===== src/rtl/ext_bus_arbiter.sv =====
// ext_bus_arbiter
// Two-requester round-robin arbiter for a single shared external bus.
// Arbitration takes one cycle: a request seen in IDLE becomes the owner of
// the bus on the next cycle. The owner's request is forwarded combinationally.
// The external ack and read data come back to the owner in the same cycle.
// Optional feature macro: EXT_ARB_TIMEOUT_EN. It enables a watchdog that
// aborts a granted transaction after TIMEOUT_CYCLES unacknowledged cycles.
// The watchdog then pulses the owner's err output.
module ext_bus_arbiter #(
  parameter int unsigned TIMEOUT_CYCLES = 255
) (
  input  logic        i_clk,
  input  logic        i_rst,

  input  logic [15:0] i_m0_addr,
  input  logic        i_m0_stb,
  input  logic [3:0]  i_m0_we,
  input  logic [31:0] i_m0_dat_w,
  output logic        o_m0_ack,
  output logic [31:0] o_m0_dat_r,
  output logic        o_m0_err,

  input  logic [15:0] i_m1_addr,
  input  logic        i_m1_stb,
  input  logic [3:0]  i_m1_we,
  input  logic [31:0] i_m1_dat_w,
  output logic        o_m1_ack,
  output logic [31:0] o_m1_dat_r,
  output logic        o_m1_err,

  output logic [15:0] o_ext_addr,
  output logic        o_ext_stb,
  output logic [3:0]  o_ext_we,
  output logic [31:0] o_ext_dat_w,
  input  logic        i_ext_ack,
  input  logic [31:0] i_ext_dat_r,

  output logic [1:0]  o_grant
);

  localparam logic [0:0] ST_IDLE = 1'b0;
  localparam logic [0:0] ST_BUSY = 1'b1;

  // The watchdog compares against a 16-bit limit, so the parameter is narrowed once here.
  localparam logic [15:0] TIMEOUT_LIMIT = 16'(TIMEOUT_CYCLES);

  logic [0:0] state;
  logic [0:0] state_next;
  logic       grant_idx;
  logic       grant_idx_next;
  logic       last_grant;
  logic       last_grant_next;

  logic       busy;
  logic       any_req;
  logic       winner;
  logic       granted_stb;
  logic       timeout_hit;
  logic       release_bus;

  assign busy        = (state == ST_BUSY);
  assign any_req     = i_m0_stb | i_m1_stb;
  assign granted_stb = grant_idx ? i_m1_stb : i_m0_stb;

  // Choose who wins from IDLE: a lone requester wins, and a tie goes to whoever did not own the bus last.
  always_comb begin
    winner = 1'b0;
    if (i_m0_stb && i_m1_stb) begin
      winner = ~last_grant;
    end else if (i_m1_stb) begin
      winner = 1'b1;
    end
  end

  // A busy transaction ends on ack, on the owner dropping its strobe, or on a watchdog abort.
  assign release_bus = busy & (i_ext_ack | ~granted_stb | timeout_hit);

  // Next-state logic: the grant is latched on leaving IDLE, and last_grant is updated on every release.
  always_comb begin
    state_next      = state;
    grant_idx_next  = grant_idx;
    last_grant_next = last_grant;
    if (state == ST_IDLE) begin
      if (any_req) begin
        state_next     = ST_BUSY;
        grant_idx_next = winner;
      end
    end else begin
      if (release_bus) begin
        state_next      = ST_IDLE;
        last_grant_next = grant_idx;
      end
    end
  end

  // State registers; last_grant resets to 1 so that m0 wins the first tie.
  always_ff @(posedge i_clk) begin
    if (i_rst) begin
      state      <= ST_IDLE;
      grant_idx  <= 1'b0;
      last_grant <= 1'b1;
    end else begin
      state      <= state_next;
      grant_idx  <= grant_idx_next;
      last_grant <= last_grant_next;
    end
  end

  // Forward the owner's request to the external bus, and drive the bus quiet while idle.
  always_comb begin
    o_ext_addr  = 16'h0000;
    o_ext_stb   = 1'b0;
    o_ext_we    = 4'h0;
    o_ext_dat_w = 32'h0000_0000;
    if (busy) begin
      o_ext_stb = granted_stb;
      if (grant_idx) begin
        o_ext_addr  = i_m1_addr;
        o_ext_we    = i_m1_we;
        o_ext_dat_w = i_m1_dat_w;
      end else begin
        o_ext_addr  = i_m0_addr;
        o_ext_we    = i_m0_we;
        o_ext_dat_w = i_m0_dat_w;
      end
    end
  end

  // Route the external ack to the owner only; an ack seen while idle goes nowhere.
  always_comb begin
    o_m0_ack = 1'b0;
    o_m1_ack = 1'b0;
    if (busy && i_ext_ack) begin
      if (grant_idx) begin
        o_m1_ack = 1'b1;
      end else begin
        o_m0_ack = 1'b1;
      end
    end
  end

  // Read data is broadcast; each requester qualifies it with its own ack.
  assign o_m0_dat_r = i_ext_dat_r;
  assign o_m1_dat_r = i_ext_dat_r;

  // Debug view of the current owner, one-hot, or zero while idle.
  always_comb begin
    o_grant = 2'b00;
    if (busy) begin
      o_grant = grant_idx ? 2'b10 : 2'b01;
    end
  end

`ifdef EXT_ARB_TIMEOUT_EN
  logic [15:0] timeout_count;
  logic [15:0] timeout_count_inc;
  logic        m0_err;
  logic        m1_err;

  assign timeout_count_inc = timeout_count + 16'd1;

  // The abort fires on the unacked cycle that brings the count to the limit; an ack in that cycle takes priority.
  assign timeout_hit = busy & granted_stb & ~i_ext_ack & (timeout_count_inc == TIMEOUT_LIMIT);

  // Watchdog counter (held at zero while idle) and the one-cycle err pulse to the aborted owner.
  always_ff @(posedge i_clk) begin
    if (i_rst) begin
      timeout_count <= 16'd0;
      m0_err        <= 1'b0;
      m1_err        <= 1'b0;
    end else begin
      m0_err <= timeout_hit & ~grant_idx;
      m1_err <= timeout_hit & grant_idx;
      if (!busy) begin
        timeout_count <= 16'd0;
      end else if (!i_ext_ack) begin
        timeout_count <= timeout_count_inc;
      end
    end
  end

  assign o_m0_err = m0_err;
  assign o_m1_err = m1_err;
`else
  logic unused_timeout_cfg;

  // Without the watchdog a granted requester waits for its ack indefinitely.
  assign timeout_hit        = 1'b0;
  assign o_m0_err           = 1'b0;
  assign o_m1_err           = 1'b0;
  assign unused_timeout_cfg = ^TIMEOUT_LIMIT;
`endif

endmodule


===== config.mk =====
export PLATFORM = sky130hd
export DESIGN_NAME = ext_bus_arbiter
export DESIGN_NICKNAME = d
export VERILOG_FILES = /design/src/rtl/ext_bus_arbiter.sv
export SDC_FILE = /design/constraint.sdc
export NUM_CORES = 1
export LEC_CHECK = 0
export ABC_AREA = 1
export CELL_PAD_IN_SITES_DETAIL_PLACEMENT = 0
export CELL_PAD_IN_SITES_GLOBAL_PLACEMENT = 1
export CORE_ASPECT_RATIO = 1.5
export CORE_UTILIZATION = 10
export DETAILED_ROUTE_END_ITERATION = 10
export GPL_ROUTABILITY_DRIVEN = 0
export GPL_TIMING_DRIVEN = 1
export PLACE_DENSITY = 0.87
export RECOVER_POWER = 100
export SLEW_MARGIN = 20
export SYNTH_ARGS = -nofsm -noshare
export SYNTH_HDL_FRONTEND = slang
export SYNTH_SLANG_ARGS = --single-unit

===== constraint.sdc =====
create_clock -name i_clk -period 1.3 [get_ports i_clk]
set_input_delay 0.26 -clock i_clk [delete_from_list [all_inputs] [get_ports i_clk]]
set_output_delay 0.26 -clock i_clk [all_outputs]
set_load 0.02 [all_outputs]

==> results.yml <==
run_status:
  status: "complete, but fails checks"
  violations: "negative setup slack"
global_route:
  grt_pass1_vias: 1732
  grt-ovfl-total: 0
  grt_pass1_wl_um: 10200
  grt_usage_pct: 10.6
  antenna_found_initial: 0
  grt_max_degree: 30
job:
  maxCapViolations: 0
synth:
  yosys_warnings: 0
  synthCells: 158
  ys_types: 19
  ys_seq_elements: 3
  seq_area_frac_synth_pct: 4.67
  syn_area_um2: 1290
  post_synth.cell_area_avg_um2: 8.14
drt:
  wirelength_um: 7760
  drt_iter0_drc: 43
  drt_drc_violations_left: 0
  postRouteAntennaNets: 0
  viasPerCell: 3.81
  first_pass_iters: 3
  vias: 1649
  wl_per_cell_um: 17.9
timing:
  hold_violations: 0
  skew_ns: 0.000836
  final.setup.tns_ns: -14.66
  holdWs_ns: 0.444
  slew_viol_final: 0
  fmaxAchievable_mhz: 611
  final.min_clock_period_ns: 1.64
  rsz0062_at_grt: "yes"
  setup_violations: 57
  setup_ws_ns: -0.335
  period_share_pct: 126
floorplan:
  initial_core_util_pct: 10.3
  die_y_um: 141
  die-area_um2: 13300
  rows: 50
  core_um2: 12500
  io_pins: 264
  chipWidth_um: 94.6
worst_setup_path:
  worstSetupPathType: "reg -> out"
  worst_path_max_delay_cell: "dfxtp_4"
  worstPathRequired_ns: 1.04
  crit_fanout: 6
  path_cells: "inv_4 -> nand2_4 -> inv_8 -> buf_6 -> buf_16 -> a22o_1 -> buf_6"
  slowest_delay_ns: 0.39
  setup.worst_path.start_class: "flop"
  crit_path_frequent_cell: "buf_6"
  cp.arrival_ns: 1.38
  endpoint_kind: "primary output"
layout:
  most-common-layout-cells: "clkdlybuf4s50_1, buf_6, a22o_1"
  antenna_cells: 0
  areaGrowthSynthToFinish_pct: 141
  drive_above_1_share_pct: 38.6
  final_common_cell: "clkdlybuf4s50_1"
  nNetsFinal: 419
  num-fill-cells: 1338
placement:
  numPortBuffers: 165
  hpwlAfterDp_um: 5540
clock_network:
  clkTransAtPathRegs_ns: 0.03
  cts_max_level: 1
  cts_tree: "yes"
  cts_buffers: 3
  cts-root-buf: "clkbuf_16"
  cts_buffer_depth: 2
  ctsHoldBuffers: 0
  clock_latency_ns: 0.22
  cts.sinks: 3
hold_path:
  holdCritPathClass: "reg -> reg"
pwr:
  power_density_nw_per_um2: 590
  leakage_nw: 1.35
  ir_drop_v: 0.000859
## registers in the layout, indices dropped and copies added (netlist names)
signal	flops
last_grant	1
grant_idx	1
busy	1
## cells in the mapped netlist (all sizes together)
| master | count | area [um2] |
|---|---|---|
| nor2 | 2 | 7.51 |
| nand3 | 2 | 10.0 |
| nand4 | 1 | 6.26 |
| buf | 76 | 637 |
| a21oi | 3 | 15.0 |
| and3 | 1 | 7.51 |
| conb | 1 | 3.75 |
| nand2 | 9 | 38.8 |
| inv | 7 | 36.3 |
| o21ai | 1 | 5.00 |
| dfxtp | 3 | 60.1 |
| a22o | 52 | 459 |
## layer usage
metal  GRT usage, %  vias up  share of wire [%]
li1               -      746                  -
met4           6.86        0                5.0
met1           7.62      734                 27
met2           21.2      122                 53
met3           4.31       47                 15
met5              0        -                  0
## kinds of logic (layout without fill, tap and decap cells)
| group | after synthesis | after routing | share of synthesized area (%) |
|---|---|---|---|
| buffers and inverters | 83 | 201 | 52.3 |
| AOI/OAI and AO/OA | 56 | 56 | 37.3 |
| and+or+nand+nor | 15 | 15 | 5.45 |
| other | 1 | 2 | 0.292 |
| DFF | 3 | 3 | 4.67 |
## where the power goes
group          internal, mW  switching (mW)  leakage (nW)
registers             0.100          0.0143        0.0261
logic                 0.737           0.494          1.28
clock network         0.404          0.0812        0.0382
total                  1.24           0.590          1.35
## critical path, delay by kind of cell (launching register included)
kind	cells	cell delay (ns)
buf+inv	5	0.48
flops	1	0.39
compound gates	1	0.20
simple gates	1	0.08
## what timing repair did
item                       in CTS  in global routing
setup endpoints to repair      57                 59
pin swaps                       5                  4
buffers inserted                4                  3
resized for setup             289                 91
gates cloned                    6                  1
## area by class of cell
type	instances	area, um2	area share, %
Inverter	7	48.8	1.57
Timing Repair inverter	5	66.3	2.14
Clock buffer	4	78.8	2.54
Multi-Input combinational cell	73	674	21.7
Sequential cell	3	67.6	2.18
Tap cell	156	195	6.29
Timing Repair Buffer	185	1970	63.6
## worst paths after layout
| kind | startpoint | end | slack (ns) | depth (start not counted) |
|---|---|---|---|---|
| min reg2reg | last_grant$_SDFFE_PP1P_ | last_grant$_SDFFE_PP1P_ | 0.44 | 2 |
| max | grant_idx$_SDFFE_PP0P_ | o_ext_dat_w[12] | -0.34 | 7 |
| max reg2reg | grant_idx$_SDFFE_PP0P_ | last_grant$_SDFFE_PP1P_ | 0.03 | 9 |
| min | last_grant$_SDFFE_PP1P_ | last_grant$_SDFFE_PP1P_ | 0.44 | 2 |
## stage by stage
| step | instances | utilization, % | worst slack [ns] | total power [mW] | area, um2 |
|---|---|---|---|---|---|
| after global routing | 433 | 24.8 | -0.391 | 1.92 | 3110 |
| after floorplan | 159 | - | 0.0475 | 0.813 | 1290 |
| final | 433 | 24.8 | -0.335 | 1.83 | 3110 |
| after detailed placement | 415 | 20.8 | -0.659 | 1.16 | 2610 |
| after global placement | 415 | 20.8 | -0.626 | 1.15 | 2610 |
| after CTS | 429 | 21.9 | -0.346 | 1.69 | 2740 |
Power figures use the tool's default switching activity.
